[config.mk]
export PLATFORM = sky130hd
export DESIGN_NAME = addsub_seq_ctrl
export DESIGN_NICKNAME = d
export VERILOG_FILES = /design/src/rtl/addsub_seq_ctrl.sv
export SDC_FILE = /design/constraint.sdc
export NUM_CORES = 1
export LEC_CHECK = 0
export CORE_ASPECT_RATIO = 1.5
export CORE_MARGIN = 4
export CORE_UTILIZATION = 45
export DETAILED_ROUTE_END_ITERATION = 10
export HOLD_SLACK_MARGIN = 0.1
export PLACE_DENSITY = 0.83
export SLEW_MARGIN = 0
export SYNTH_ARGS = -nofsm -noshare
export SYNTH_HDL_FRONTEND = slang
export SYNTH_SLANG_ARGS = --single-unit
[constraint.sdc]
create_clock -name clk -period 2.1 [get_ports clk]
set_clock_uncertainty 0.15 [all_clocks]
set_input_delay 0.21 -clock clk [delete_from_list [all_inputs] [get_ports clk]]
set_output_delay 0.21 -clock clk [all_outputs]
set_load 0.02 [all_outputs]
[src/rtl/addsub_seq_ctrl.sv]
// Operand sequencer and result capture stage for the 4-bit add/sub datapath.
// Optional macro ADDSUB_ACCUM_EN: chain operations onto the running result.
module addsub_seq_ctrl #(
  parameter int WIDTH         = 4,
  parameter int SETTLE_CYCLES = 1
) (
  input  logic             clk,
  input  logic             rst_n,
  input  logic             in_valid,
  input  logic [WIDTH-1:0] in_data,
  input  logic             in_op,
  input  logic             clear,
  input  logic [WIDTH-1:0] dp_out,
  input  logic             dp_ovf,
  output logic [WIDTH-1:0] opa,
  output logic [WIDTH-1:0] opb,
  output logic             op_sel,
  output logic [WIDTH-1:0] res_data,
  output logic             res_flag,
  output logic             res_valid,
  output logic             busy
);

  // state | meaning
  // IDLE  | waiting for operand A
  // GET_B | A held, waiting for operand B and the operation
  // EXEC  | operands held stable while the settle counter runs down
  // DONE  | result captured, res_valid high for this one cycle
  localparam logic [1:0] IDLE  = 2'd0;
  localparam logic [1:0] GET_B = 2'd1;
  localparam logic [1:0] EXEC  = 2'd2;
  localparam logic [1:0] DONE  = 2'd3;

`ifdef ADDSUB_ACCUM_EN
  localparam logic [1:0] DONE_NEXT = GET_B;
`else
  localparam logic [1:0] DONE_NEXT = IDLE;
`endif

  localparam logic [3:0] SETTLE_LOAD = 4'(SETTLE_CYCLES - 1);

  logic [1:0] state;
  logic [1:0] state_nxt;
  logic [3:0] settle_cnt;
  logic       capture;

  always_comb begin
    state_nxt = state;
    capture   = 1'b0;
    if (clear) begin
      state_nxt = IDLE;
    end else begin
      case (state)
        IDLE:    if (in_valid) state_nxt = GET_B;
        GET_B:   if (in_valid) state_nxt = EXEC;
        EXEC: begin
          if (settle_cnt == 4'd0) begin
            state_nxt = DONE;
            capture   = 1'b1;
          end
        end
        DONE:    state_nxt = DONE_NEXT;
        default: state_nxt = IDLE;
      endcase
    end
  end

  always_ff @(posedge clk) begin
    if (!rst_n) begin
      state      <= IDLE;
      busy       <= 1'b0;
      opa        <= '0;
      opb        <= '0;
      op_sel     <= 1'b1;
      settle_cnt <= 4'd0;
      res_data   <= '0;
      res_flag   <= 1'b0;
      res_valid  <= 1'b0;
    end else begin
      state     <= state_nxt;
      busy      <= (state_nxt != IDLE);
      res_valid <= capture;
      // clear leaves operands and the last result untouched
      if (!clear) begin
        case (state)
          IDLE: begin
            if (in_valid) opa <= in_data;
          end
          GET_B: begin
            if (in_valid) begin
              opb        <= in_data;
              op_sel     <= in_op;
              settle_cnt <= SETTLE_LOAD;
            end
          end
          EXEC: begin
            if (settle_cnt != 4'd0) begin
              settle_cnt <= settle_cnt - 4'd1;
            end else begin
              res_data <= dp_out;
              res_flag <= dp_ovf;
            end
          end
`ifdef ADDSUB_ACCUM_EN
          DONE: begin
            opa <= res_data;
          end
`endif
          default: ;
        endcase
      end
    end
  end

endmodule
Yosys cells after proc, flatten, opt, wreduce, memory -nomap -nowiden
Index checks and enable logic that the tools add are counted.
W data, S select, Z words.
Cells by class
  eq/ne operators: 5
  reductions and logical operators: 10
  mux-type cells: 9
  bitwise gates (word level): 4
  add/sub/neg operators: 1
Operators by type and width (count)
  $reduce_and A3 Y1: 3
  $mux W2: 4
  $mux W4: 2
  $pmux W2 S4: 1
  $pmux W4 S2: 1
  $eq A2 B2 Y1 const B: 2
  $logic_not A4 Y1: 1
  $ne A2 B2 Y1 const B: 2
  $not A1 Y1: 4
  $reduce_and A4 Y1: 1
  $reduce_bool A2 Y1: 2
  $reduce_bool A4 Y1: 1
  $sub A4 B1 Y4 const B: 1
  $reduce_or A3 Y1: 1
  $eq A2 B1 Y1 const B: 1
  $logic_not A2 Y1: 1
  $mux W1: 1
Word-level totals
  input port bits: 14
  output and inout bits: 16
  word-level logic and storage cells: 38
  register bits: 22

Longest topological paths before layout
  depth after elaboration: 5
  gate-level depth with buffers: 6
  depth with buffers taken out: 5

Worst setup path after synthesis
Ideal clock, no wire load.
  path kind: flip-flop to flip-flop
  start: reg settle_cnt[0]
  end: reg res_data[0]
  buffers on the path: 1
  data required time: 1.878 ns
  period minus slack after synthesis: 1.686 ns
  cell stages (with the launch flop): 7
  setup time: 0.072 ns
  slack: 0.414 ns
  data arrival time: 1.464 ns
  path through: dfxtp_1 > inv_1 > ha_1 > or3b_1 > buf_2 > nor3_4 > mux2i_1
Between the ends
  word-level cells in the longest chain between the ends: 3
RTL lines
  from (decl): RTL line 44  | logic [3:0] settle_cnt;
  from (signal assigned): RTL line 98  | settle_cnt <= settle_cnt - 4'd1;
  $reduce_bool A4 Y1: RTL line 97  | if (settle_cnt != 4'd0) begin
  $not A1 Y1 (no source line)
  $reduce_and A3 Y1 (no source line)
  to (signal assigned): RTL line 100  | res_data <= dp_out;
  to (decl): RTL line 18  | output logic [WIDTH-1:0] res_data,
No other way between the ends.
A chain may end at the register's enable or synchronous reset.

Worst setup path after layout
  start: reg settle_cnt[0]
  end: reg res_flag
Between the ends
  word-level cells in the longest chain between the ends: 3
RTL lines
  $reduce_bool A4 Y1: RTL line 97
  $not A1 Y1 (no source line)
  $reduce_and A3 Y1 (no source line)
  to (signal assigned): RTL line 101  | res_flag <= dp_ovf;
  to (decl): RTL line 19  | output logic res_flag,
No other way between the ends.

==> key figures <==
Critical path
  • Crit start category: flop
  • Worst path required time: between 2 and 2.5 ns
  • Critical path arrival: just under 2 ns
  • Critical path class: flop to flop
  • Critical path peak fanout: 5
  • CP max stage delay: 0.49 ns
  • CP endpoint kind: flop
  • Slowest cell on crit path: or3b_1
  • Crit-path cells: inv_1, ha_1, or3b_1, nor3_4, mux2i_1

Placement
  • Post-DP Area: 1275 um^2
  • Inst Count DP: 147
  • I/O Buffers: 29
  • Pre-CTS setup slack: 0.1935 ns
  • Placer congestion estimate: 0.7032
  • DP Wirelength: 1587 um

Clock tree
  • Skew-Pair Late Insertion Delay: roughly 0.30 ns
  • CTS sink cnt: 22
  • Post-CTS Repair Setup Buffers: 0
  • Post-cts sizing count: 0
  • H-tree Lvls: 1
  • Root buffer cell: clkbuf_4
  • Bufs on Longest Clock Path: 2
  • CTS Hold Bufs: 0
  • TritonCTS clock tree: yes
  • Clock-pin slew on the worst setup and hold paths: approximately 0.12 ns
  • Num CTS Buffers: 3

Synth
  • Post-Synthesis Cell Area: 1013 um^2
  • Synth area leaders: dfxtp_1, mux2i_1, nand2_1
  • Fraction of registers with async set/reset: 0%
  • Post-Syn Area per Cell: ~10 um^2
  • Synth Instances: 101
  • Synth area leader: dfxtp_1
  • Synth top area share: 43.46%
  • Most common cell in the netlist: dfxtp_1
  • Post-synth EDFFs: 0
  • Distinct cell type count of the synthesized netlist: 33
  • Post-synthesis sequential area ratio: 43.46%
  • Synthesized Nets: around 120
  • Ys flop type: dfxtp_1
  • Most common library cells after synthesis: dfxtp_1, nand2_1, mux2i_1
  • Synthesis Warnings: 0
  • Synth Register Bits: 22

STA
  • RSZ-0062 raised after global routing: false
  • Slew margin rel.: between 60 and 70%
  • Final worst path period need: 1.885 ns
  • Final Hold Fails: 0
  • TNS Setup: 0 ns
  • Setup ws final: 0.2146 ns
  • Slew Limit Fails: 0
  • Worst Tran Pin Value: 0.5275 ns
  • Post-route clock period utilization: between 80% and 90%
  • Highest Clock Rate: ~530 MHz
  • Hold Worst Slack: 0.3058 ns
  • Setup violators final: 0

Floorplanning
  • Die footprint: a little over 3000 um^2
  • Die Y: 66.12 um
  • Initial Util: 48.80%
  • Ports: 30
  • Area of the core: 2077 um^2
  • Die width: approximately 47 um
  • Rows: 20

GRT
  • Largest net degree at the start of global routing: 23
  • First-pass GRT wire length: between 3000 and 4000 um
  • Total grt overflow: 0
  • GRT Resource Usage Total: between 10% and 20%
  • Vias in the first global route: 856
  • Initial antenna violation count: 0

Finish
  • Layout cell share with drive strength beyond 1: 9.302%
  • Diodes inserted: 0
  • Layout fillers: 186
  • Post-Route Utilization: 63.13%
  • Final cell count without fillers: between 150 and 200
  • Layout area overhead: 29.38%
  • Design area: 1311 um^2
  • Register area: 440.4 um^2
  • Final nets: between 100 and 150
  • Area of the multi-input gates: around 500 um^2

Routing
  • # DRC: 0
  • Routed WL: 2042 um
  • Vias/cell: 5.325
  • Drt first-iter violations: 7
  • Vias after detailed routing: between 800 and 900
  • DRT Pass-1 Iters: 4
  • Post-detailed-route wirelength per cell: 13.52 um
  • ANT nets after route: 0

Flow run
  • Max-cap viol count: 0

Pwr
  • Total power: 0.7605 mW
  • Max VDD drop: 0.4184 mV
  • Power density over the cells: 580.0 nW/um^2
  • Total leakage power: 0.4521 nW

Status
  • Status: completed

Worst hold path
  • Min-Delay Path Class: input port to flop
-- metal layers --
layer	GRT usage (%)	routed length, um
met5	0	0
met4	4.152	19
met3	2.452	63
met2	27.59	1089
met1	17.22	870
-- layout make-up --
type | count | area share [%]
tap | 22 | 2.099
clock buffer | 4 | 2.767
inverter | 2 | 0.5725
sequential | 22 | 33.59
timing repair buffer | 30 | 22.71
multi-input combinational | 71 | 38.26
-- path summary, 6_finish.rpt --
| path | cells after the start | end | from | slack (ns) |
|---|---|---|---|---|
| worst max-delay path | 5 | res_flag | settle_cnt[0] | 0.21 |
| worst min-delay path | 3 | res_data[2] | dp_out[2] | 0.31 |
| worst max register to register | 5 | res_flag | settle_cnt[0] | 0.21 |
| worst min register to register | 2 | res_data[2] | res_data[2] | 0.32 |
-- sequential cells by signal, indices dropped and copies added (netlist names) --
register	flops
res_valid	1
op_sel	1
settle_cnt	4
res_flag	1
busy	1
state	2
opb	4
res_data	4
opa	4
-- cells by family after synthesis --
family          synth area share [%]
compound gates                 11.73
xor+xnor                      0.8644
fa+ha+maj                      1.234
buf+inv                        7.036
flops                          43.46
mux                            9.877
simple gates                   25.80
-- worst max-delay path: cells and delay by family (launching register included) --
| family | cells | cell delay [ns] |
|---|---|---|
| buffers and inverters | 1 | 0.08 |
| AND/OR/NAND/NOR | 2 | 0.82 |
| multiplexers | 1 | 0.23 |
| adder cells (fa/ha/maj) | 1 | 0.21 |
| flip-flops | 1 | 0.33 |
-- cells in the final DEF, fill, tap and decap left out, types with 2 or more instances in the layout --
cell / Yosys / final
clkbuf_4: 0 / 3
clkdlybuf4s50_1: 0 / 29
nand3_1: 2 / 2
nor3_1: 3 / 3
dfxtp_1: 22 / 22
a21boi_0: 4 / 4
nand2_1: 21 / 21
mux2i_1: 10 / 10
nand3b_1: 2 / 2
o21a_1: 2 / 2
nor2b_1: 4 / 4
a21oi_1: 3 / 3
a31oi_1: 2 / 2
inv_1: 2 / 2
-- power breakdown --
part	switching [mW]	total [mW]	internal, mW
Combinational	0.0416	0.0970	0.0555
Sequential	0.00809	0.434	0.426
Clock	0.123	0.229	0.106
Total	0.173	0.761	0.587
(Power assumes the default switching activity.)
